--- config.mk ---
export PLATFORM = sky130hd
export DESIGN_NAME = axi4_s_to_write_fifos_flat
export DESIGN_NICKNAME = d
export VERILOG_FILES = /design/src/rtl/axi4_s_to_write_fifos_if.sv /design/src/rtl/axi4_s_to_write_fifos.sv /design/src/flat_wrapper.sv
export SDC_FILE = /design/constraint.sdc
export NUM_CORES = 1
export LEC_CHECK = 0
export CAP_MARGIN = 40
export CORE_MARGIN = 3
export CORE_UTILIZATION = 44
export CTS_CLUSTER_DIAMETER = 80
export DETAILED_ROUTE_END_ITERATION = 12
export PLACE_DENSITY = 0.8
export SYNTH_ARGS = -nofsm -noshare
export SYNTH_HDL_FRONTEND = slang
export SYNTH_SLANG_ARGS = --single-unit
--- constraint.sdc ---
create_clock -name aclk -period 4.36 [get_ports aclk]
set_input_delay 0.872 -clock aclk [delete_from_list [all_inputs] [get_ports aclk]]
set_output_delay 0.872 -clock aclk [all_outputs]
set_load 0.05 [all_outputs]
--- src/rtl/axi4_s_to_write_fifos_if.sv ---
// AXI4 write-channel bundle (AW, W, B) shared by the slave port and the user-side FIFO port.
// The advanced AW fields are always present; the block decides whether to carry them.
interface axi4_if #(
   parameter int A = 32,
   parameter int N = 8,
   parameter int I = 1
);
   logic [A-1:0]   awaddr;
   logic [1:0]     awburst;
   logic [I-1:0]   awid;
   logic [7:0]     awlen;
   logic [2:0]     awsize;
   logic [3:0]     awcache;
   logic           awlock;
   logic [2:0]     awprot;
   logic [3:0]     awqos;
   logic [3:0]     awregion;
   logic           awvalid;
   logic           awready;

   logic [8*N-1:0] wdata;
   logic [N-1:0]   wstrb;
   logic           wlast;
   logic           wvalid;
   logic           wready;

   logic [I-1:0]   bid;
   logic [1:0]     bresp;
   logic           bvalid;
   logic           bready;

   // AXI4 slave view: the block receives AW/W and returns B.
   modport slave (
      input  awaddr, awburst, awid, awlen, awsize, awcache, awlock, awprot, awqos, awregion,
      input  awvalid,
      output awready,
      input  wdata, wstrb, wlast, wvalid,
      output wready,
      output bid, bresp, bvalid,
      input  bready
   );

   // User-side FIFO view: the block presents AW/W heads and accepts B entries.
   modport user (
      output awaddr, awburst, awid, awlen, awsize, awcache, awlock, awprot, awqos, awregion,
      output wdata, wstrb, wlast,
      input  bid, bresp
   );
endinterface

--- src/rtl/axi4_s_to_write_fifos.sv ---
// AXI4 slave write path split into AW, W and B FIFOs, with a burst tracker that
// gates W acceptance on queued awlen values and flags wlast/awlen mismatches.

// Two-entry first-word-fall-through FIFO; push ignored when full, pop ignored when empty.
module axi4_s_fifo2 #(
   parameter int W = 8
) (
   input  logic         aclk,
   input  logic         aresetn,
   input  logic         push,
   input  logic [W-1:0] din,
   input  logic         pop,
   output logic [W-1:0] dout,
   output logic         full,
   output logic         empty
);
   logic [W-1:0] mem [2];
   logic         wr_ptr;
   logic         rd_ptr;
   logic [1:0]   count;
   logic         push_ok;
   logic         pop_ok;

   assign full    = (count == 2'd2);
   assign empty   = (count == 2'd0);
   assign push_ok = push & ~full;
   assign pop_ok  = pop & ~empty;
   assign dout    = mem[rd_ptr];

   // NOTE: storage carries no reset; the empty flag alone keeps stale words from being observed.
   always_ff @(posedge aclk) begin
      if (push_ok) mem[wr_ptr] <= din;
   end

   // NOTE: state registers use non-blocking assignments so all flops update from pre-edge values.
   always_ff @(posedge aclk or negedge aresetn) begin
      if (!aresetn) begin
         wr_ptr <= 1'b0;
         rd_ptr <= 1'b0;
         count  <= 2'd0;
      end else begin
         if (push_ok) wr_ptr <= ~wr_ptr;
         if (pop_ok)  rd_ptr <= ~rd_ptr;
         count <= count + 2'(push_ok) - 2'(pop_ok);
      end
   end
endmodule

module axi4_s_to_write_fifos #(
   parameter int A = 32,
   parameter int N = 8,
   parameter int I = 1,
   parameter int USE_ADVANCED_PROTOCOL = 0
) (
   input  logic  aclk,
   input  logic  aresetn,
   axi4_if.slave axi4_s,
   axi4_if.user  axi4_write_fifo,
   output logic  aw_rd_empty,
   input  logic  aw_rd_en,
   output logic  w_rd_empty,
   input  logic  w_rd_en,
   output logic  b_wr_full,
   input  logic  b_wr_en,
   output logic  w_err
);
   localparam int AW_BASE = A + 2 + I + 8 + 3;
   localparam int AW_W    = AW_BASE + ((USE_ADVANCED_PROTOCOL != 0) ? 16 : 0);
   localparam int W_W     = 8 * N + N + 1;
   localparam int B_W     = I + 2;

   typedef enum logic {W_IDLE, W_DATA} w_state_t;

   w_state_t      state, state_next;
   logic [7:0]    exp_len, exp_len_next;
   logic [7:0]    beat_cnt, beat_cnt_next;

   logic [AW_W-1:0] aw_din, aw_dout;
   logic            aw_full, aw_empty;
   logic [W_W-1:0]  w_din, w_dout;
   logic            w_full, w_empty;
   logic [B_W-1:0]  b_din, b_dout;
   logic            b_full, b_empty;
   logic [7:0]      lq_head;
   logic            lq_full, lq_empty, lq_pop;

   logic awready_int, wready_int, bvalid_int;
   logic aw_hs, w_hs, b_hs, final_beat;

   // Handshakes and ready/valid generation.
   assign awready_int = ~aw_full & ~lq_full;
   assign wready_int  = (state == W_DATA) & ~w_full;
   assign bvalid_int  = ~b_empty;
   assign aw_hs       = axi4_s.awvalid & awready_int;
   assign w_hs        = axi4_s.wvalid & wready_int;
   assign b_hs        = bvalid_int & axi4_s.bready;
   assign final_beat  = w_hs & (beat_cnt == exp_len);

   assign axi4_s.awready = awready_int;
   assign axi4_s.wready  = wready_int;
   assign axi4_s.bvalid  = bvalid_int;
   assign {axi4_s.bid, axi4_s.bresp} = b_dout;

   assign aw_rd_empty = aw_empty;
   assign w_rd_empty  = w_empty;
   assign b_wr_full   = b_full;

   assign w_din = {axi4_s.wdata, axi4_s.wstrb, axi4_s.wlast};
   assign {axi4_write_fifo.wdata, axi4_write_fifo.wstrb, axi4_write_fifo.wlast} = w_dout;
   assign b_din = {axi4_write_fifo.bid, axi4_write_fifo.bresp};

   if (USE_ADVANCED_PROTOCOL != 0) begin : g_adv
      assign aw_din = {axi4_s.awaddr, axi4_s.awburst, axi4_s.awid, axi4_s.awlen, axi4_s.awsize,
                       axi4_s.awcache, axi4_s.awlock, axi4_s.awprot, axi4_s.awqos, axi4_s.awregion};
      assign {axi4_write_fifo.awaddr, axi4_write_fifo.awburst, axi4_write_fifo.awid,
              axi4_write_fifo.awlen, axi4_write_fifo.awsize, axi4_write_fifo.awcache,
              axi4_write_fifo.awlock, axi4_write_fifo.awprot, axi4_write_fifo.awqos,
              axi4_write_fifo.awregion} = aw_dout;
   end else begin : g_base
      logic unused_adv;
      assign aw_din = {axi4_s.awaddr, axi4_s.awburst, axi4_s.awid, axi4_s.awlen, axi4_s.awsize};
      assign {axi4_write_fifo.awaddr, axi4_write_fifo.awburst, axi4_write_fifo.awid,
              axi4_write_fifo.awlen, axi4_write_fifo.awsize} = aw_dout;
      assign axi4_write_fifo.awcache  = 4'd0;
      assign axi4_write_fifo.awlock   = 1'b0;
      assign axi4_write_fifo.awprot   = 3'd0;
      assign axi4_write_fifo.awqos    = 4'd0;
      assign axi4_write_fifo.awregion = 4'd0;
      assign unused_adv = ^{axi4_s.awcache, axi4_s.awlock, axi4_s.awprot,
                            axi4_s.awqos, axi4_s.awregion};
   end

   axi4_s_fifo2 #(.W(AW_W)) u_aw_fifo (
      .aclk(aclk), .aresetn(aresetn), .push(aw_hs), .din(aw_din), .pop(aw_rd_en),
      .dout(aw_dout), .full(aw_full), .empty(aw_empty)
   );

   axi4_s_fifo2 #(.W(8)) u_len_queue (
      .aclk(aclk), .aresetn(aresetn), .push(aw_hs), .din(axi4_s.awlen), .pop(lq_pop),
      .dout(lq_head), .full(lq_full), .empty(lq_empty)
   );

   axi4_s_fifo2 #(.W(W_W)) u_w_fifo (
      .aclk(aclk), .aresetn(aresetn), .push(w_hs), .din(w_din), .pop(w_rd_en),
      .dout(w_dout), .full(w_full), .empty(w_empty)
   );

   axi4_s_fifo2 #(.W(B_W)) u_b_fifo (
      .aclk(aclk), .aresetn(aresetn), .push(b_wr_en), .din(b_din), .pop(b_hs),
      .dout(b_dout), .full(b_full), .empty(b_empty)
   );

   // NOTE: every output of this block gets a default first, so no path can infer a latch.
   always_comb begin
      state_next    = state;
      exp_len_next  = exp_len;
      beat_cnt_next = beat_cnt;
      lq_pop        = 1'b0;
      case (state)
         W_IDLE: begin
            if (!lq_empty) begin
               lq_pop        = 1'b1;
               exp_len_next  = lq_head;
               beat_cnt_next = 8'd0;
               state_next    = W_DATA;
            end
         end
         W_DATA: begin
            if (final_beat) begin
               // Chain straight into the next queued burst to avoid an idle cycle.
               if (!lq_empty) begin
                  lq_pop        = 1'b1;
                  exp_len_next  = lq_head;
                  beat_cnt_next = 8'd0;
               end else begin
                  state_next = W_IDLE;
               end
            end else if (w_hs) begin
               beat_cnt_next = beat_cnt + 8'd1;
            end
         end
      endcase
   end

   always_ff @(posedge aclk or negedge aresetn) begin
      if (!aresetn) begin
         state    <= W_IDLE;
         exp_len  <= 8'd0;
         beat_cnt <= 8'd0;
         w_err    <= 1'b0;
      end else begin
         state    <= state_next;
         exp_len  <= exp_len_next;
         beat_cnt <= beat_cnt_next;
         w_err    <= w_hs & (axi4_s.wlast ^ (beat_cnt == exp_len));
      end
   end
endmodule

--- src/flat_wrapper.sv ---
// flat-port wrapper written by rule: the top's interface ports become plain ports
module axi4_s_to_write_fifos_flat 
#(
   parameter int A = 32,
   parameter int N = 8,
   parameter int I = 1,
   parameter int USE_ADVANCED_PROTOCOL = 0
)
  (aclk, aresetn, aw_rd_empty, aw_rd_en, w_rd_empty, w_rd_en, b_wr_full, b_wr_en, w_err, axi4_s_awaddr, axi4_s_awburst, axi4_s_awid, axi4_s_awlen, axi4_s_awsize, axi4_s_awcache, axi4_s_awlock, axi4_s_awprot, axi4_s_awqos, axi4_s_awregion, axi4_s_awvalid, axi4_s_awready, axi4_s_wdata, axi4_s_wstrb, axi4_s_wlast, axi4_s_wvalid, axi4_s_wready, axi4_s_bid, axi4_s_bresp, axi4_s_bvalid, axi4_s_bready, axi4_write_fifo_awaddr, axi4_write_fifo_awburst, axi4_write_fifo_awid, axi4_write_fifo_awlen, axi4_write_fifo_awsize, axi4_write_fifo_awcache, axi4_write_fifo_awlock, axi4_write_fifo_awprot, axi4_write_fifo_awqos, axi4_write_fifo_awregion, axi4_write_fifo_wdata, axi4_write_fifo_wstrb, axi4_write_fifo_wlast, axi4_write_fifo_bid, axi4_write_fifo_bresp);
  axi4_if #(.A(A), .N(N), .I(I)) axi4_s_i ();
  axi4_if #(.A(A), .N(N), .I(I)) axi4_write_fifo_i ();
  input  logic aclk;
  input  logic aresetn;
  output logic aw_rd_empty;
  input  logic aw_rd_en;
  output logic w_rd_empty;
  input  logic w_rd_en;
  output logic b_wr_full;
  input  logic b_wr_en;
  output logic w_err;
  input wire logic [$bits(axi4_s_i.awaddr)-1:0] axi4_s_awaddr;
  input wire logic [$bits(axi4_s_i.awburst)-1:0] axi4_s_awburst;
  input wire logic [$bits(axi4_s_i.awid)-1:0] axi4_s_awid;
  input wire logic [$bits(axi4_s_i.awlen)-1:0] axi4_s_awlen;
  input wire logic [$bits(axi4_s_i.awsize)-1:0] axi4_s_awsize;
  input wire logic [$bits(axi4_s_i.awcache)-1:0] axi4_s_awcache;
  input wire logic [$bits(axi4_s_i.awlock)-1:0] axi4_s_awlock;
  input wire logic [$bits(axi4_s_i.awprot)-1:0] axi4_s_awprot;
  input wire logic [$bits(axi4_s_i.awqos)-1:0] axi4_s_awqos;
  input wire logic [$bits(axi4_s_i.awregion)-1:0] axi4_s_awregion;
  input wire logic [$bits(axi4_s_i.awvalid)-1:0] axi4_s_awvalid;
  output wire logic [$bits(axi4_s_i.awready)-1:0] axi4_s_awready;
  input wire logic [$bits(axi4_s_i.wdata)-1:0] axi4_s_wdata;
  input wire logic [$bits(axi4_s_i.wstrb)-1:0] axi4_s_wstrb;
  input wire logic [$bits(axi4_s_i.wlast)-1:0] axi4_s_wlast;
  input wire logic [$bits(axi4_s_i.wvalid)-1:0] axi4_s_wvalid;
  output wire logic [$bits(axi4_s_i.wready)-1:0] axi4_s_wready;
  output wire logic [$bits(axi4_s_i.bid)-1:0] axi4_s_bid;
  output wire logic [$bits(axi4_s_i.bresp)-1:0] axi4_s_bresp;
  output wire logic [$bits(axi4_s_i.bvalid)-1:0] axi4_s_bvalid;
  input wire logic [$bits(axi4_s_i.bready)-1:0] axi4_s_bready;
  output wire logic [$bits(axi4_write_fifo_i.awaddr)-1:0] axi4_write_fifo_awaddr;
  output wire logic [$bits(axi4_write_fifo_i.awburst)-1:0] axi4_write_fifo_awburst;
  output wire logic [$bits(axi4_write_fifo_i.awid)-1:0] axi4_write_fifo_awid;
  output wire logic [$bits(axi4_write_fifo_i.awlen)-1:0] axi4_write_fifo_awlen;
  output wire logic [$bits(axi4_write_fifo_i.awsize)-1:0] axi4_write_fifo_awsize;
  output wire logic [$bits(axi4_write_fifo_i.awcache)-1:0] axi4_write_fifo_awcache;
  output wire logic [$bits(axi4_write_fifo_i.awlock)-1:0] axi4_write_fifo_awlock;
  output wire logic [$bits(axi4_write_fifo_i.awprot)-1:0] axi4_write_fifo_awprot;
  output wire logic [$bits(axi4_write_fifo_i.awqos)-1:0] axi4_write_fifo_awqos;
  output wire logic [$bits(axi4_write_fifo_i.awregion)-1:0] axi4_write_fifo_awregion;
  output wire logic [$bits(axi4_write_fifo_i.wdata)-1:0] axi4_write_fifo_wdata;
  output wire logic [$bits(axi4_write_fifo_i.wstrb)-1:0] axi4_write_fifo_wstrb;
  output wire logic [$bits(axi4_write_fifo_i.wlast)-1:0] axi4_write_fifo_wlast;
  input wire logic [$bits(axi4_write_fifo_i.bid)-1:0] axi4_write_fifo_bid;
  input wire logic [$bits(axi4_write_fifo_i.bresp)-1:0] axi4_write_fifo_bresp;
  assign axi4_s_i.awaddr = axi4_s_awaddr;
  assign axi4_s_i.awburst = axi4_s_awburst;
  assign axi4_s_i.awid = axi4_s_awid;
  assign axi4_s_i.awlen = axi4_s_awlen;
  assign axi4_s_i.awsize = axi4_s_awsize;
  assign axi4_s_i.awcache = axi4_s_awcache;
  assign axi4_s_i.awlock = axi4_s_awlock;
  assign axi4_s_i.awprot = axi4_s_awprot;
  assign axi4_s_i.awqos = axi4_s_awqos;
  assign axi4_s_i.awregion = axi4_s_awregion;
  assign axi4_s_i.awvalid = axi4_s_awvalid;
  assign axi4_s_awready = axi4_s_i.awready;
  assign axi4_s_i.wdata = axi4_s_wdata;
  assign axi4_s_i.wstrb = axi4_s_wstrb;
  assign axi4_s_i.wlast = axi4_s_wlast;
  assign axi4_s_i.wvalid = axi4_s_wvalid;
  assign axi4_s_wready = axi4_s_i.wready;
  assign axi4_s_bid = axi4_s_i.bid;
  assign axi4_s_bresp = axi4_s_i.bresp;
  assign axi4_s_bvalid = axi4_s_i.bvalid;
  assign axi4_s_i.bready = axi4_s_bready;
  assign axi4_write_fifo_awaddr = axi4_write_fifo_i.awaddr;
  assign axi4_write_fifo_awburst = axi4_write_fifo_i.awburst;
  assign axi4_write_fifo_awid = axi4_write_fifo_i.awid;
  assign axi4_write_fifo_awlen = axi4_write_fifo_i.awlen;
  assign axi4_write_fifo_awsize = axi4_write_fifo_i.awsize;
  assign axi4_write_fifo_awcache = axi4_write_fifo_i.awcache;
  assign axi4_write_fifo_awlock = axi4_write_fifo_i.awlock;
  assign axi4_write_fifo_awprot = axi4_write_fifo_i.awprot;
  assign axi4_write_fifo_awqos = axi4_write_fifo_i.awqos;
  assign axi4_write_fifo_awregion = axi4_write_fifo_i.awregion;
  assign axi4_write_fifo_wdata = axi4_write_fifo_i.wdata;
  assign axi4_write_fifo_wstrb = axi4_write_fifo_i.wstrb;
  assign axi4_write_fifo_wlast = axi4_write_fifo_i.wlast;
  assign axi4_write_fifo_i.bid = axi4_write_fifo_bid;
  assign axi4_write_fifo_i.bresp = axi4_write_fifo_bresp;
  axi4_s_to_write_fifos #(.A(A), .N(N), .I(I), .USE_ADVANCED_PROTOCOL(USE_ADVANCED_PROTOCOL)) u_core (.aclk(aclk), .aresetn(aresetn), .axi4_s(axi4_s_i), .axi4_write_fifo(axi4_write_fifo_i), .aw_rd_empty(aw_rd_empty), .aw_rd_en(aw_rd_en), .w_rd_empty(w_rd_empty), .w_rd_en(w_rd_en), .b_wr_full(b_wr_full), .b_wr_en(b_wr_en), .w_err(w_err));
endmodule
==> run_results.csv <==
group,metric,value,unit
status,outcome,"complete, no violations",
routing,wire_per_inst,19.4,um
timing,fin_skew,12.8,ps
worst_setup_path,required,3490,ps
worst_setup_path,critPathLaunch,"u_core.u_w_fifo.rd_ptr$_DFFE_PN0P_",
global_routing,antenna_found_initial,2,
logic_synthesis,synth-edff-count,260,
logic_synthesis,synth_cells,579,
timing,finalSetupViolCount,0,
clocking,cts.path.max_buffers,3,
routing,dr.pass1.iters,4,
global_routing,grt_overflow,0,
worst_setup_path,cp.arrival,2810,ps
routing,viasPerCell,5.01,
die,die-height,166,um
layout,final_cell_mix,"edfxtp_1 (260), clkdlybuf4s50_1 (257), mux2_2 (130), dfrtp_1 (32), clkbuf_16 (31)",
timing,finalWorstSetupSlack,676,ps
die,core_area,24700,um2
logic_synthesis,yosysTopAreaCell,"edfxtp_1",
logic_synthesis,synth-seq-cells,294,
layout,n_fill_cell,1759,
worst_setup_path,crit_type,"flip-flop to primary output",
global_routing,grt_pass1_vias,6397,
routing,wl_met1,9180,um
global_routing,grt_pass1_wl,36500,um
logic_synthesis,synthTopCellsByArea,"edfxtp_1 (69%), mux2_2 (13%), dfrtp_1 (7.5%)",
die,die_x,166,um
worst_setup_path,path_cells,"buf_12 -> mux2_2 -> clkdlybuf4s50_1",
routing,routed.top_layer,"met5",
worst_setup_path,r2r-start,"u_core.state$_DFF_PN0_",
clocking,numClockSinks,294,
die,initial_core_util,45.5,%
layout,nets,1015,
worst_setup_path,cpPeakStageDelay,760,ps
clocking,cts_tree,"yes",
timing,worstMarginPinSlew,785,ps
routing,wl_met2,11400,um
pwr,swShare,38.4,%
timing,timing.hold.ws,410,ps
placement,place_congestion,0.770,
timing,rsz0062_at_grt,"no",
logic_synthesis,synthArstFlopShare,11.6,%
logic_synthesis,ys_warn_count,0,
routing,postRouteAntennaNets,0,
die,io_pins,291,
logic_synthesis,syn_avg_cell_area,19.5,um2
clocking,clk_latency,540,ps
routing,routed_wl,23300,um
clocking,clk_pin_slew,60,ps
layout,antenna_cells,0,
placement,place_ws,1220,ps
timing,finalHoldViolations,0,
die,rows,57,
logic_synthesis,synth.cell_area,11300,um2
worst_setup_path,crit_fanout,52,
job,cap_viol_max_count,0,
logic_synthesis,synthFlopType,"edfxtp_1",
global_routing,grt_max_degree,74,
timing,tns,0,ps
pwr,power.switching,4.53,mW
layout,drive_gt1_share,22.6,%
hold_path,hold_class,"input port to async pin",
clocking,ctsRootBufferMaster,"clkbuf_16",
routing,drt_iter0_drc,340,
layout,area_growth,34.7,%
pwr,comb_power_share,43.4,%
global_routing,track_usage,16.5,%
clocking,ctsHoldBuffers,0,
timing,drv_slew,0,
placement,hpwl,15900,um
clocking,cts_setup_buffers,0,
routing,vias,6036,
worst_setup_path,critPathLaunchType,"flip-flop",
pwr,seq_power_share,36.0,%
logic_synthesis,synth_top_area_share,69.3,%
pwr,p_leak,5.35,nW
routing,drc,0,
pwr,p_total,11.8,mW
timing,max_freq,271,MHz
worst_setup_path,worst_path_max_delay_cell,"dfrtp_2",
die,dieArea,27600,um2
clocking,numCtsBuffers,30,
layout,final_common_cell,"edfxtp_1",
pwr,ir_drop,0.000575,V
placement,port_buffers,258,
pwr,p_int,7.26,mW
worst_setup_path,end_kind,"primary output",
clocking,post_cts_resized,0,
pwr,power_density,777,nW/um2
clocking,cts_htree_levels,1,
timing,max_slew_margin,47.6,%
pwr,clkPwrFrac,20.7,%
timing,fin_crit_sh,84.5,%
logic_synthesis,yosysSeqAreaShare,76.8,%
routing,dr_wl_met3,2440,um
logic_synthesis,ys_types,37,
timing,period_minus_slack,3680,ps
critical path: cells and delay by family (launching register included):
family                 cells  cell delay [ps]
buffers and inverters      2             1070
DFF                        1              760
muxes                      1              420
flip-flops by register name, summed over array words and instances, names as in the netlist, 2 cells and up:
| register | flops |
|---|---|
| u_core.beat_cnt | 8 |
| u_core.exp_len | 8 |
| u_core.u_aw_fifo.count | 2 |
| u_core.u_aw_fifo.mem | 92 |
| u_core.u_b_fifo.count | 2 |
| u_core.u_b_fifo.mem | 6 |
| u_core.u_len_queue.count | 2 |
| u_core.u_len_queue.mem | 16 |
| u_core.u_w_fifo.count | 2 |
| u_core.u_w_fifo.mem | 146 |
cells in the mapped netlist (all sizes together) (8+ instances only):
cell    number
and2         9
o21ai       11
inv         11
nor2        10
xnor2       22
buf         24
edfxtp     260
ha           9
mux2       138
clkbuf       8
dfrtp       34
final timing paths:
check                                                        end  slack [ps]  cells past startpoint
max in group asynchronous     u_core.u_w_fifo.rd_ptr$_DFFE_PN0P_        3390                      1
max reg2reg                u_core.u_len_queue.count[1]$_DFF_PN0_        1980                     10
min                          u_core.u_aw_fifo.rd_ptr$_DFFE_PN0P_         410                      1
min reg2reg                   u_core.u_b_fifo.wr_ptr$_DFFE_PN0P_         490                      1
min in group aclk             u_core.u_b_fifo.wr_ptr$_DFFE_PN0P_         490                      1
max                                    axi4_write_fifo_wdata[28]         680                      3
per-stage QoR:
step	utilization, %	instance area [um2]	std cells
CTS	61.3	15200	1205
global route	61.3	15200	1205
global placement	57.5	14200	1151
detailed placement	57.5	14200	1152
floorplan	-	11300	594
finish	61.3	15200	1205
power by group through the flow:
stage	sequential (mW)	combinational (mW)	clock, mW
2_1_floorplan	4.16	3.62	0
3_3_place_gp	4.26	5.07	0
3_5_place_dp	4.31	5.14	0
4_1_cts	4.26	5.18	2.50
5_1_grt	4.33	5.37	2.63
6_report	4.25	5.11	2.44
layout make-up:
cell class / instances / area [um2] / share of cell area, %
Multi-Input combinational cell: 257 / 2460 / 16.2
Clock inverter: 13 / 131 / 0.865
Sequential cell: 294 / 8660 / 57.0
Inverter: 11 / 43.8 / 0.288
Clock buffer: 40 / 810 / 5.33
Timing Repair Buffer: 266 / 2680 / 17.6
Tap cell: 324 / 405 / 2.67
per-layer routing:
layer	vias to the layer above	track usage (%)
li1	2763	-
met1	2990	20.0
met2	244	28.1
met3	35	6.83
met4	4	3.11
met5	-	0
cell families (layout without fill, tap and decap cells):
group,after synthesis,after routing,share of synthesized area [%]
adders and majority gates,9,9,0.999
muxes,138,138,14.1
DFF,294,294,76.8
AOI/OAI and AO/OA,23,23,1.75
xor gates and xnor gates,25,25,1.94
and+or+nand+nor,46,46,2.34
buffers and inverters,43,330,2.06
other,1,16,0.0333
Note: power is estimated with default switching activity, not from simulation.
